## config.mk

```make
export PLATFORM = sky130hd
export DESIGN_NAME = alu_pipe
export DESIGN_NICKNAME = d
export VERILOG_FILES = /design/src/rtl/alu_pipe.sv
export SDC_FILE = /design/constraint.sdc
export NUM_CORES = 1
export LEC_CHECK = 0
export ABC_CLOCK_PERIOD_IN_PS = 4600
export BUFFER_PORTS_ARGS = -buffer_cell sky130_fd_sc_hd__clkbuf_2
export CAP_MARGIN = 20
export CORE_ASPECT_RATIO = 1.4
export CORE_UTILIZATION = 35
export CTS_CLUSTER_SIZE = 14
export DETAILED_ROUTE_END_ITERATION = 10
export PLACE_DENSITY_LB_ADDON = 0.3
export SYNTH_ARGS = -nofsm -noshare
export SYNTH_HDL_FRONTEND = slang
export SYNTH_SLANG_ARGS = --single-unit
```

## constraint.sdc

```tcl
create_clock -name clk -period 4.6 [get_ports clk]
set_input_delay 0.46 -clock clk [delete_from_list [all_inputs] [get_ports clk]]
set_output_delay 0.46 -clock clk [all_outputs]
set_load 0.02 [all_outputs]
```

## src/rtl/alu_pipe.sv

```systemverilog
// alu_pipe -- two-stage pipelined accumulator ALU with valid/ready handshakes.
//
// Stage 1 captures the operands and opcode. Stage 2 computes the result and
// registers it together with the flags. One advance enable (adv) moves both
// stages at once, so a stalled consumer freezes the whole pipeline and no
// operation is lost.
//
// Ports:
//   clk       : clock, all state updates on the rising edge
//   rst       : synchronous active-high reset
//   in_valid  : operation present on accum/data/opcode
//   in_ready  : pipeline accepts an operation this cycle
//   accum     : accumulator operand (WIDTH bits)
//   data      : data operand (WIDTH bits)
//   opcode    : operation select (typedefs::opcode_t)
//   out_valid : out and flags are valid
//   out_ready : consumer takes the result this cycle
//   out       : result (WIDTH bits)
//   zero      : accum operand of this op was all-zero
//   carry     : carry-out of ADD, 0 otherwise
//   ovf       : signed overflow of ADD, 0 otherwise
//   neg       : MSB of out

package typedefs;
  typedef enum logic [2:0] {
    HLT = 3'd0,
    SKZ = 3'd1,
    ADD = 3'd2,
    AND = 3'd3,
    XOR = 3'd4,
    LDA = 3'd5,
    STO = 3'd6,
    JMP = 3'd7
  } opcode_t;
endpackage

module alu_pipe
  import typedefs::*;
#(
  parameter int WIDTH = 8
) (
  input  logic             clk,
  input  logic             rst,
  input  logic             in_valid,
  output logic             in_ready,
  input  logic [WIDTH-1:0] accum,
  input  logic [WIDTH-1:0] data,
  input  opcode_t          opcode,
  output logic             out_valid,
  input  logic             out_ready,
  output logic [WIDTH-1:0] out,
  output logic             zero,
  output logic             carry,
  output logic             ovf,
  output logic             neg
);

  logic                    adv;
  logic                    vld_p1;
  logic signed [WIDTH-1:0] accum_p1;
  logic signed [WIDTH-1:0] data_p1;
  opcode_t                 opcode_p1;
  logic        [WIDTH-1:0] res_p1;
  logic                    carry_p1;
  logic                    ovf_p1;

  // Returns {carry, ovf, result}. Anything that is not a data-producing op
  // passes accum through, so an unexpected opcode still yields a defined value.
  function automatic logic [WIDTH+1:0] alu_calc(
    input opcode_t                 op,
    input logic signed [WIDTH-1:0] a,
    input logic signed [WIDTH-1:0] b
  );
    logic [WIDTH:0]   sum;
    logic [WIDTH-1:0] r;
    logic             c;
    logic             v;
    sum = {1'b0, a} + {1'b0, b};
    r   = a;
    c   = 1'b0;
    v   = 1'b0;
    case (op)
      ADD: begin
        r = sum[WIDTH-1:0];
        c = sum[WIDTH];
        v = (a[WIDTH-1] == b[WIDTH-1]) && (r[WIDTH-1] != a[WIDTH-1]);
      end
      AND:     r = a & b;
      XOR:     r = a ^ b;
      LDA:     r = b;
      default: r = a;
    endcase
    return {c, v, r};
  endfunction

  assign adv      = !out_valid || out_ready;
  assign in_ready = adv && !rst;

  assign {carry_p1, ovf_p1, res_p1} = alu_calc(opcode_p1, accum_p1, data_p1);

  // ---- stage 1: operand capture ----
  always_ff @(posedge clk) begin
    if (adv) begin
      accum_p1  <= accum;
      data_p1   <= data;
      opcode_p1 <= opcode;
    end
  end

  // ---- stage 2: result and flag registers ----
  always_ff @(posedge clk) begin
    if (rst) begin
      vld_p1    <= 1'b0;
      out_valid <= 1'b0;
      out       <= '0;
      zero      <= 1'b0;
      carry     <= 1'b0;
      ovf       <= 1'b0;
      neg       <= 1'b0;
    end else if (adv) begin
      vld_p1    <= in_valid;
      out_valid <= vld_p1;
      // A bubble clears out_valid but leaves the last result visible.
      if (vld_p1) begin
        out   <= res_p1;
        zero  <= (accum_p1 == '0);
        carry <= carry_p1;
        ovf   <= ovf_p1;
        neg   <= res_p1[WIDTH-1];
      end
    end
  end

endmodule

```

# == Word level (Yosys, flattened, before mapping) ==
# Index checks and enable logic that the tools add are counted.
# word_totals
mem_count,0
latchBits,0
out_inout_bits,14
elab_cells,29
reg_bits,33
input_bits,23
rom_bits,0
ramBits,0
# op_classes
n_reduce_logical,7
bitwise_logic,2
mux,3
addsub,1
div_mod_pow,0
magnitude_cmp,0
shift,0
n_mul,0
n_eq_ne,6
# op_table
op,count
8-bit one-hot mux with 4 select lines,1
8-bit by 8-bit adder with 9-bit output,1
8-bit AND,1
8-bit logical NOT,1
8-bit bitwise XOR,1
"3-bit by 2-bit == test with 1-bit output, second input constant",2
"3-bit == test, second input constant",2
1-bit logical AND,2
1-bit logical NOT,2
1-bit two-way mux,2
2-bit AND reduction,1
1-bit == test,1
1-bit logical OR,1
1-bit != test,1

# == Depth between registers and ports, before layout ==
# Gate-level depths: netlist of the first run.
# depth
depth_word,4
ltp_mapped,8
mapped_depth_nobuf,8

# == Worst setup path before layout of the first run ==
# No wires, ideal clock.
# synth_path
kind,register to register
start,register accum_p1[0]
end,register out[6]
n_path_buf,0
path_slack_ns,2.519
setup_ns,0.096
stages_incl_launch_ff,9
t_arrival_ns,1.985
synth_period_minus_slack_ns,2.081
required_time_ns,4.504
path_cell_list,edfxtp_1 ha_1 inv_1 fa_1 nand2b_1 a211oi_1 mux2i_1 nor3_1 o41ai_2
# synth_between
elab_chain_len,2
# synth_rtl
item,line,text
"start, declared",60,logic signed [WIDTH-1:0] accum_p1;
"start signal, assigned",104,accum_p1 <= accum;
8-bit by 8-bit adder with 9-bit output,78,"sum = {1'b0, a} + {1'b0, b};"
8-bit one-hot mux with 4 select lines,82,case (op)
"end signal, assigned",125,out <= res_p1;
"end, declared",51,"output logic [WIDTH-1:0] out,"
# Every way passes these cells.
# A chain may end at the register's enable or synchronous reset.

# == Final worst setup path of the first run ==
# Same ends and word-level chain as after synthesis.

==> impl_metrics.json, run 1 <==
{
  "die_x_um": 62.7,
  "io_pins": 37,
  "overflow": 0,
  "final-hold-violation-count": 0,
  "design.die.area_um2": 5450,
  "postLayoutCoreUtil_pct": 42.5,
  "avgViaCountPerCell": 5.17,
  "dominantRegCellSynth": "edfxtp_1",
  "die_h_um": 87.0,
  "initial_utilization_pct": 36.7,
  "worst_skew_pair.late_latency_ns": 0.28,
  "clock.fmax_mhz": 433,
  "htreeDepth": 2,
  "cts_inserted_buffers": 5,
  "firstDrtPassIters": 4,
  "ys_seq_elements": 32,
  "vdd.ir_drop.worst_mv": 0.157,
  "timing.clock.skew_ns": 0.00413,
  "outcome": "complete, no violations",
  "grt_antenna_before_repair": 0,
  "worstSetupEndpointType": "register",
  "yosys.cell_types.count": 41,
  "clock-root-buffer": "clkbuf_8",
  "synth_cells": 184,
  "worst_slew_margin_rel_pct": 38.4,
  "buffers_inserted_by_post_cts_timing_repair": 0,
  "grt_start_max_net_pins": 25,
  "met2RoutedLength_um": 1990,
  "ctsResizeCount": 0,
  "rsz_0062_raised_after_global_routing": "no",
  "period_share_pct": 50.2,
  "power_per_cell_area_nw_per_um2": 336,
  "worst_pin_slew_ns": 0.924,
  "timing.final.max_slew_violations": 0,
  "port_buffers": 36,
  "asyncSetResetFlopFracSynth_pct": 0,
  "hold_buffers": 0,
  "timing.critical_path.cells": "ha_1 -> inv_1 -> fa_1 -> nand2b_1 -> a211oi_1 -> mux2i_1 -> nor3_1 -> o41ai_2",
  "layout-drive-gt1-share_pct": 22.3,
  "number_of_max_capacitance_violations_reported": 0,
  "timing.final.crit_period_ns": 2.31,
  "gp_congestion": 0.837,
  "synth.yosys.warnings": 0,
  "drc": 0,
  "cpMaxStageDelayCell": "edfxtp_1",
  "clk_path_buf_depth": 2,
  "worst-setup-path-type": "reg2reg",
  "drt_wl_total_um": 3700,
  "core_region_um2": 4920,
  "power.static_leakage_uw": 0.000860,
  "clkTransAtPathRegs_ns": 0.07,
  "layout.cells.most_common": "clkbuf_2",
  "layout.cells.non_filler": 279,
  "detail-route-antenna-nets": 0,
  "dp.final_hpwl_um": 2760,
  "drtIter0Drc": 27,
  "highest_layer": "met4",
  "critical-path-max-stage-delay_ns": 0.40,
  "min-delay-path-class": "in2reg",
  "nets": 246,
  "setup-violations-final": 0,
  "syn_to_final_growth_pct": 15.8,
  "final.setup.tns_ns": 0,
  "syn-cell-area_um2": 1800,
  "numPlacedInstances": 271,
  "critPathMaxFanout": 4,
  "timing.critical_path.required_ns": 4.79,
  "worst-path-buf-inv": 1,
  "routedLengthMet1_um": 1510,
  "routed-via-count": 1442,
  "via_count_of_the_first_global_routing_pass": 1317,
  "syn_avg_cell_area_um2": 9.81,
  "tritoncts": "done",
  "timing.final.ws_setup_ns": 2.29,
  "syn_nets": 216,
  "tritoncts_num_sinks": 32,
  "critPathArrivalTime_ns": 2.50,
  "grt_first_pass_wirelength_um": 6260,
  "met3_length_um": 126,
  "synth_sequential_area_ratio_pct": 46.0,
  "avgRoutedWirePerCell_um": 13.2,
  "final_cell_mix": "36 x clkbuf_2, 21 x nor2_1, 19 x a21oi_1, 19 x edfxtp_1, 13 x dfxtp_1",
  "timing.critical_path.max_delay_family": "adder cells",
  "groute.usage.overall_pct": 15.0,
  "crit_path_start_kind": "register",
  "placementRows": 30,
  "pre_cts_ws_ns": 2.32,
  "synth_edf_count": 19,
  "antenna-diode-count": 0
}
==> worst paths after layout <==
check	cells past startpoint	from	to	slack, ns
worst max register to register	8	accum_p1[0]$_DFFE_PN_	out[6]$_SDFFE_PP0P_	2.29
worst max-delay path	8	accum_p1[0]$_DFFE_PN_	out[6]$_SDFFE_PP0P_	2.29
worst min register to register	2	out[5]$_SDFFE_PP0P_	out[5]$_SDFFE_PP0P_	0.46
worst min-delay path	1	data[7]	data_p1[7]$_DFFE_PN_	0.35
==> layout make-up <==
class	instances	area, µm²
Clock buffer	7	86.3
Inverter	6	22.5
Sequential cell	32	831
Clock inverter	1	7.51
Tap cell	64	80.1
Multi-Input combinational cell	133	882
Timing Repair Buffer	36	180
Fill cell	496	2830
==> Yosys cell counts (2+ instances only) <==
library cell	count	area, µm²
a21oi_1	19	95.1
mux2i_1	11	110
nor3_1	7	35.0
nand3b_1	2	15.0
nand2_1	12	45.0
o211ai_1	2	15.0
buf_2	4	20.0
o21ai_0	4	20.0
xor2_1	4	35.0
o21ai_1	3	15.0
edfxtp_1	19	571
clkbuf_1	5	18.8
nor2b_1	3	18.8
nor4_1	2	12.5
nor2_1	21	78.8
nand2b_1	5	31.3
ha_1	8	100
inv_1	5	18.8
a211oi_1	8	60.1
nand3_1	3	15.0
a211o_1	2	17.5
dfxtp_1	13	260
a311oi_1	3	26.3
o22ai_1	2	12.5
==> power breakdown <==
part	total [µW]	leakage [µW]	switching, µW	internal, µW
Sequential	346	0.000306	22.0	324
Clock	225	0.0000445	104	121
Combinational	132	0.000510	74.1	57.6
==> registers in the layout, summed over array words and instances (netlist names) <==
name       cells
accum_p1       8
data_p1        8
out            8
opcode_p1      3
carry          1
out_valid      1
ovf            1
vld_p1         1
zero           1
==> metrics by stage <==
step           power, µW  area [µm²]  hold WS, ns
2_1_floorplan        449        1800        0.454
3_3_place_gp         483        2000        0.455
3_5_place_dp         484        2000        0.456
4_1_cts              710        2090        0.341
5_1_grt              740        2090        0.338
6_report             703        2090        0.347
==> worst reg2reg max path, cell delays in order (launching register included) <==
cell      delay [ns]
edfxtp_1        0.40
ha_1            0.25
inv_1           0.07
fa_1            0.39
nand2b_1        0.18
a211oi_1        0.33
mux2i_1         0.23
nor3_1          0.07
o41ai_2         0.29
==> metal layers <==
metal | vias up | global-route usage, %
met4 | 0 | 6.98
met2 | 35 | 27.4
met5 | - | 0
li1 | 733 | -
met3 | 6 | 3.01
met1 | 668 | 16.6
==> cell families after synthesis <==
logic type	synth area share (%)
XOR/XNOR	1.94
buffers and inverters	5.06
AO/OA/AOI/OAI	17.4
multiplexers	6.10
AND/OR/NAND/NOR	16.8
adder cells (fa/ha/maj)	6.66
flip-flops	46.0
No activity file was read; power rests on OpenSTA's default activity.
==> run 2, diff against run 1 <==
--- a/config.mk
+++ b/config.mk
@@ -5,7 +5,8 @@
 export SDC_FILE = /design/constraint.sdc
 export NUM_CORES = 1
 export LEC_CHECK = 0
-export ABC_CLOCK_PERIOD_IN_PS = 4600
+export ABC_AREA = 1
+export ABC_CLOCK_PERIOD_IN_PS = 2400
 export BUFFER_PORTS_ARGS = -buffer_cell sky130_fd_sc_hd__clkbuf_2
 export CAP_MARGIN = 20
 export CORE_ASPECT_RATIO = 1.4
==> constraint.sdc (replaced) <==
create_clock -name clk -period 2.4 [get_ports clk]
set_input_delay 0.24 -clock clk [delete_from_list [all_inputs] [get_ports clk]]
set_output_delay 0.24 -clock clk [all_outputs]
set_load 0.02 [all_outputs]
==> impl_metrics.json, run 2 <==
{
  "power.static_leakage_uw": 0.000988,
  "worst_skew_pair.late_latency_ns": 0.29,
  "drc": 0,
  "asyncSetResetFlopFracSynth_pct": 0,
  "filler_cells_inserted": 522,
  "antenna-diode-count": 0,
  "holdWs_ns": 0.125,
  "timing.critical_path.required_ns": 2.62,
  "power_per_cell_area_nw_per_um2": 623,
  "setup.reg_to_reg.worst_slack_ns": 0.54,
  "tritoncts": "done",
  "synth_top_area_cell": "edfxtp_1",
  "worst-setup-path-type": "reg2reg",
  "final.setup.tns_ns": 0,
  "share_comb_of_total_power_pct": 21.6,
  "worst_slew_margin_rel_pct": 47.7,
  "timing.final.max_slew_violations": 0,
  "critical-path-max-stage-delay_ns": 0.39,
  "buffers_inserted_by_post_cts_timing_repair": 0,
  "die_h_um": 87.2,
  "largest_registers": "accum_p1 x8, data_p1 x8, out x8",
  "cpMostUsedCell": "nand2_1",
  "initial_utilization_pct": 36.9,
  "yosys-top-cells-count": "50 x nand2_1, 26 x inv_1, 19 x edfxtp_1",
  "crit_path_start_kind": "register",
  "avgRoutedWirePerCell_um": 12.5,
  "synth.top_cells.by_area": "edfxtp_1 31%, dfxtp_1 14%, nand2_1 10%",
  "min-delay-path-class": "in2reg",
  "total_area_of_multi_input_combinational_cells_um2": 827,
  "met3_length_um": 132,
  "total_internal_power_uw": 923,
  "syn_avg_cell_area_um2": 8.32,
  "firstDrtPassIters": 4,
  "drtIter0Drc": 66,
  "via_count_of_the_first_global_routing_pass": 1392,
  "groute.usage.overall_pct": 16.3,
  "yosys.cell_types.count": 31,
  "netSwitchingPower_uw": 405,
  "port_buffers": 36,
  "final_cell_mix": "50 x nand2_1, 36 x clkbuf_2, 26 x inv_1",
  "worst_pin_slew_ns": 0.784,
  "share_seq_of_total_power_pct": 48.8,
  "syn-cell-area_um2": 1810,
  "timing.final.crit_period_ns": 1.86,
  "clk_path_buf_depth": 2,
  "core_region_um2": 4920,
  "clkTransAtPathRegs_ns": 0.07,
  "placementRows": 30,
  "swShare_pct": 30.5,
  "cpMaxStageDelayCell": "edfxtp_1",
  "design.die.area_um2": 5480,
  "critPathMaxFanout": 3,
  "outcome": "complete, no violations",
  "postLayoutCoreUtil_pct": 43.4,
  "htreeDepth": 2,
  "register_area_um2": 831,
  "final-hold-violation-count": 0,
  "routedLengthMet1_um": 1640,
  "vdd.ir_drop.worst_mv": 0.349,
  "synth.yosys.warnings": 0,
  "highest_layer": "met4",
  "gp_congestion": 0.958,
  "detail-route-antenna-nets": 0,
  "tritoncts_num_sinks": 32,
  "overflow": 0,
  "pwr-share-clk_pct": 29.6,
  "grt_start_max_net_pins": 21,
  "synth_edf_count": 19,
  "clock.fmax_mhz": 538,
  "dp.final_hpwl_um": 3180,
  "nets": 289,
  "grt_antenna_before_repair": 0,
  "timing.critical_path.cells": "ha_1 -> inv_1 -> fa_1 -> inv_1 -> nand2_1 -> nand2_1 -> nand2_1 -> xor2_1 -> o21ai_1 -> nand2_1 -> a21oi_2",
  "design_power_total_uw": 1330,
  "worstSetupEndpointType": "register",
  "synth_cells": 218,
  "critPathArrivalTime_ns": 2.08,
  "hold_buffers": 0,
  "rsz_0062_raised_after_global_routing": "no",
  "layout.cells.most_common": "nand2_1",
  "drt_wl_total_um": 4010,
  "timing.clock.skew_ns": 0.00249,
  "layout-drive-gt1-share_pct": 28.7,
  "syn_nets": 250,
  "yosys.area.top_type_share_pct": 31.5,
  "cts_inserted_buffers": 5,
  "avgViaCountPerCell": 4.61,
  "period_share_pct": 77.5,
  "grt_first_pass_wirelength_um": 6670,
  "io_pins": 37,
  "routed-via-count": 1483,
  "met2RoutedLength_um": 2080,
  "number_of_max_capacitance_violations_reported": 0,
  "setup-violations-final": 0,
  "dominantRegCellSynth": "edfxtp_1",
  "synth_sequential_area_ratio_pct": 45.8,
  "clock-root-buffer": "clkbuf_8",
  "synth_most_common_cell": "nand2_1",
  "syn_to_final_growth_pct": 17.6,
  "ctsResizeCount": 0,
  "ys_seq_elements": 32,
  "die_x_um": 62.8
}
-- run 2: cell types whose count changed after synthesis, sizes merged, moves of 5 or more --
cell    change
mux2i      -11
nand2      +44
inv        +29
nor2        -5
a211oi      -8
o21ai      +15
nand2b      -5
clkbuf      -5
nor3        -7
nand3      +12
-- run 2: cells by family (layout without fill, tap and decap cells) --
group	after synthesis	count (layout)	share of synthesized area, %
buf+inv	39	79	8.56
compound gates	42	42	13.3
flops	32	32	45.8
fa+ha+maj	9	9	6.63
xor+xnor	2	2	0.966
simple gates	94	94	24.8
-- run 2: power by group through the flow --
stage | Sequential (µW) | Combinational [µW] | Clock [µW]
floorplan | 669 | 200 | 0
global placement | 660 | 289 | 0
detailed placement | 661 | 287 | 0
CTS | 649 | 289 | 405
global route | 653 | 324 | 432
finish | 648 | 287 | 393
-- run 2: layout make-up --
type / instances / share of cell area (%)
clock inverters: 3 / 0.646
repair buffers: 36 / 8.45
flip-flops and latches: 32 / 39.0
clock buffers: 5 / 3.23
well taps: 64 / 3.76
multi-input cells: 147 / 38.8
inverters: 35 / 6.16
-- run 2: worst max-delay path, delay by kind of cell (launching register included) --
family | cells | cell delay, ns
xor gates and xnor gates | 1 | 0.15
buffers and inverters | 2 | 0.14
adders and majority gates | 2 | 0.53
AOI/OAI and AO/OA | 2 | 0.27
DFF | 1 | 0.39
and+or+nand+nor | 4 | 0.32
-- run 2: worst paths after layout --
kind,startpoint,to,cells after the start
setup / recovery,accum_p1[0]$_DFFE_PN_,out[4]$_SDFFE_PP0P_,11
hold / removal,accum[1],accum_p1[1]$_DFFE_PN_,1
setup reg to reg,accum_p1[0]$_DFFE_PN_,out[4]$_SDFFE_PP0P_,11
hold reg to reg,out[3]$_SDFFE_PP0P_,out[3]$_SDFFE_PP0P_,2
-- run 2: stage by stage --
step / area, µm² / setup slack [ns] / instances
2_1_floorplan: 1810 / 0.777 / 218
3_3_place_gp: 2050 / 0.576 / 314
3_5_place_dp: 2050 / 0.573 / 314
4_1_cts: 2130 / 0.544 / 322
5_1_grt: 2130 / 0.444 / 322
6_report: 2130 / 0.540 / 322
-- run 2: layer usage --
metal | GRT usage (%) | up-vias
met1 | 18.1 | 646
met5 | 0 | -
li1 | - | 791
met2 | 28.3 | 35
met3 | 3.66 | 11
met4 | 10.1 | 0
==> run 3, diff against run 2 <==
--- a/config.mk
+++ b/config.mk
@@ -6,7 +6,7 @@
 export NUM_CORES = 1
 export LEC_CHECK = 0
 export ABC_AREA = 1
-export ABC_CLOCK_PERIOD_IN_PS = 2400
+export ABC_CLOCK_PERIOD_IN_PS = 1700
 export BUFFER_PORTS_ARGS = -buffer_cell sky130_fd_sc_hd__clkbuf_2
 export CAP_MARGIN = 20
 export CORE_ASPECT_RATIO = 1.4
==> constraint.sdc (replaced) <==
create_clock -name clk -period 1.7 [get_ports clk]
set_input_delay 0.17 -clock clk [delete_from_list [all_inputs] [get_ports clk]]
set_output_delay 0.17 -clock clk [all_outputs]
set_load 0.02 [all_outputs]
==> impl_metrics.json, run 3 (same netlist as run 2, synthesis figures left out) <==
{
  "number_of_max_capacitance_violations_reported": 0,
  "port_buffers": 36,
  "hold_buffers": 0,
  "die_h_um": 87.2,
  "period_share_pct": 96.5,
  "final_cell_mix": "47 x nand2_1, 36 x clkbuf_2, 24 x inv_1",
  "clock-root-buffer": "clkbuf_8",
  "drt_wl_total_um": 4090,
  "power_per_cell_area_nw_per_um2": 901,
  "setup-violations-final": 0,
  "timing.critical_path.cells": "ha_2 -> inv_2 -> fa_2 -> inv_2 -> nand2_2 -> nand2_2 -> nand2_2 -> xor2_1 -> o21ai_1 -> nand2_1 -> a21oi_2",
  "via_count_of_the_first_global_routing_pass": 1415,
  "largest_registers": "accum_p1 x8, data_p1 x8, out x8",
  "holdWs_ns": 0.0530,
  "pre_cts_ws_ns": -0.00993,
  "core_region_um2": 4920,
  "clk_path_buf_depth": 2,
  "drtIter0Drc": 52,
  "layout-drive-gt1-share_pct": 36.4,
  "filler_cells_inserted": 503,
  "io_pins": 37,
  "worst-setup-path-type": "reg2reg",
  "clock.fmax_mhz": 609,
  "critPathArrivalTime_ns": 1.86,
  "timing.final.max_slew_violations": 0,
  "routed-via-count": 1544,
  "vdd.ir_drop.worst_mv": 0.318,
  "outcome": "complete, no violations",
  "clkTransAtPathRegs_ns": 0.07,
  "worst_slew_margin_rel_pct": 49.7,
  "final-hold-violation-count": 0,
  "layout.cells.most_common": "nand2_1",
  "tritoncts_num_sinks": 32,
  "worst_pin_slew_ns": 0.753,
  "grt_first_pass_wirelength_um": 6450,
  "nets": 300,
  "rsz_0062_raised_after_global_routing": "yes",
  "groute.usage.overall_pct": 15.9,
  "overflow": 0,
  "layout.cells.non_filler": 333,
  "worst_skew_pair.late_latency_ns": 0.29,
  "power.static_leakage_uw": 0.00105,
  "timing.final.crit_period_ns": 1.64,
  "grt_start_max_net_pins": 21,
  "timing.final.ws_setup_ns": 0.0592,
  "die_x_um": 62.8,
  "placementRows": 30,
  "postLayoutCoreUtil_pct": 47.2,
  "worstSetupEndpointType": "register",
  "buffers_inserted_by_post_cts_timing_repair": 0,
  "timing.critical_path.required_ns": 1.92,
  "avgRoutedWirePerCell_um": 12.3,
  "critPathMaxFanout": 2,
  "grt_antenna_before_repair": 0,
  "tritoncts": "done",
  "htreeDepth": 2,
  "detail-route-antenna-nets": 0,
  "crit_path_start_kind": "register",
  "avgViaCountPerCell": 4.64,
  "dp.final_hpwl_um": 3220,
  "initial_utilization_pct": 36.9,
  "numPlacedInstances": 325,
  "drc": 0,
  "syn_to_final_growth_pct": 28.1,
  "gp_congestion": 0.886,
  "antenna-diode-count": 0,
  "cts_inserted_buffers": 5,
  "critical-path-max-stage-delay_ns": 0.36,
  "design.die.area_um2": 5480,
  "min-delay-path-class": "in2reg",
  "timing.clock.skew_ns": 0.00567,
  "cpMaxStageDelayCell": "edfxtp_1",
  "cpMostUsedCell": "nand2_2",
  "firstDrtPassIters": 4
}
-- run 3: layout make-up --
cell class | instances | area, µm² | share of cell area, %
clock buffer | 5 | 68.8 | 2.96
clock inverter | 3 | 37.5 | 1.62
tap | 64 | 80.1 | 3.45
multi-input combinational | 147 | 911 | 39.2
inverter | 35 | 131 | 5.66
timing repair buffer | 47 | 263 | 11.3
sequential | 32 | 831 | 35.8
-- run 3: routing by layer --
layer,share of wire [%],global-route usage [%],wire length [µm]
met5,0,0,0
met4,2.1,8.25,85
met3,2.6,3.93,108
met2,53,28.8,2190
met1,42,17.1,1710
-- run 3: power breakdown --
| part | internal (µW) | switching (µW) |
|---|---|---|
| clock | 426 | 270 |
| sequential | 878 | 43.2 |
| combinational | 201 | 274 |
| total | 1510 | 587 |
-- run 3: worst max-delay path: cells and delay by family, from the launching register on --
family | cells | cell delay [ns]
compound gates | 2 | 0.21
xor+xnor | 1 | 0.14
fa+ha+maj | 2 | 0.52
flops | 1 | 0.36
buf+inv | 2 | 0.10
simple gates | 4 | 0.25
-- run 3: worst paths after layout --
check / cells after the start / start / slack, ns / endpoint
setup reg to reg: 11 / accum_p1[0]$_DFFE_PN_ / 0.06 / out[4]$_SDFFE_PP0P_
hold reg to reg: 2 / carry$_SDFFE_PP0P_ / 0.47 / carry$_SDFFE_PP0P_
hold / removal: 1 / data[3] / 0.05 / data_p1[3]$_DFFE_PN_
setup / recovery: 11 / accum_p1[0]$_DFFE_PN_ / 0.06 / out[4]$_SDFFE_PP0P_
-- run 3: what timing repair did --
action,CTS,global route
pin swaps,2,0
endpoints found under the setup margin,2,7
resized for setup,6,8
-- run 3: per-stage QoR --
step / setup TNS [ns] / cell area [µm²] / power, µW
after floorplan: 0 / 1810 / 1230
after global placement: 0 / 2130 / 1370
after detailed placement: -0.00993 / 2130 / 1370
after CTS: 0 / 2260 / 2080
after global routing: -0.115 / 2320 / 2200
final: 0 / 2320 / 2090
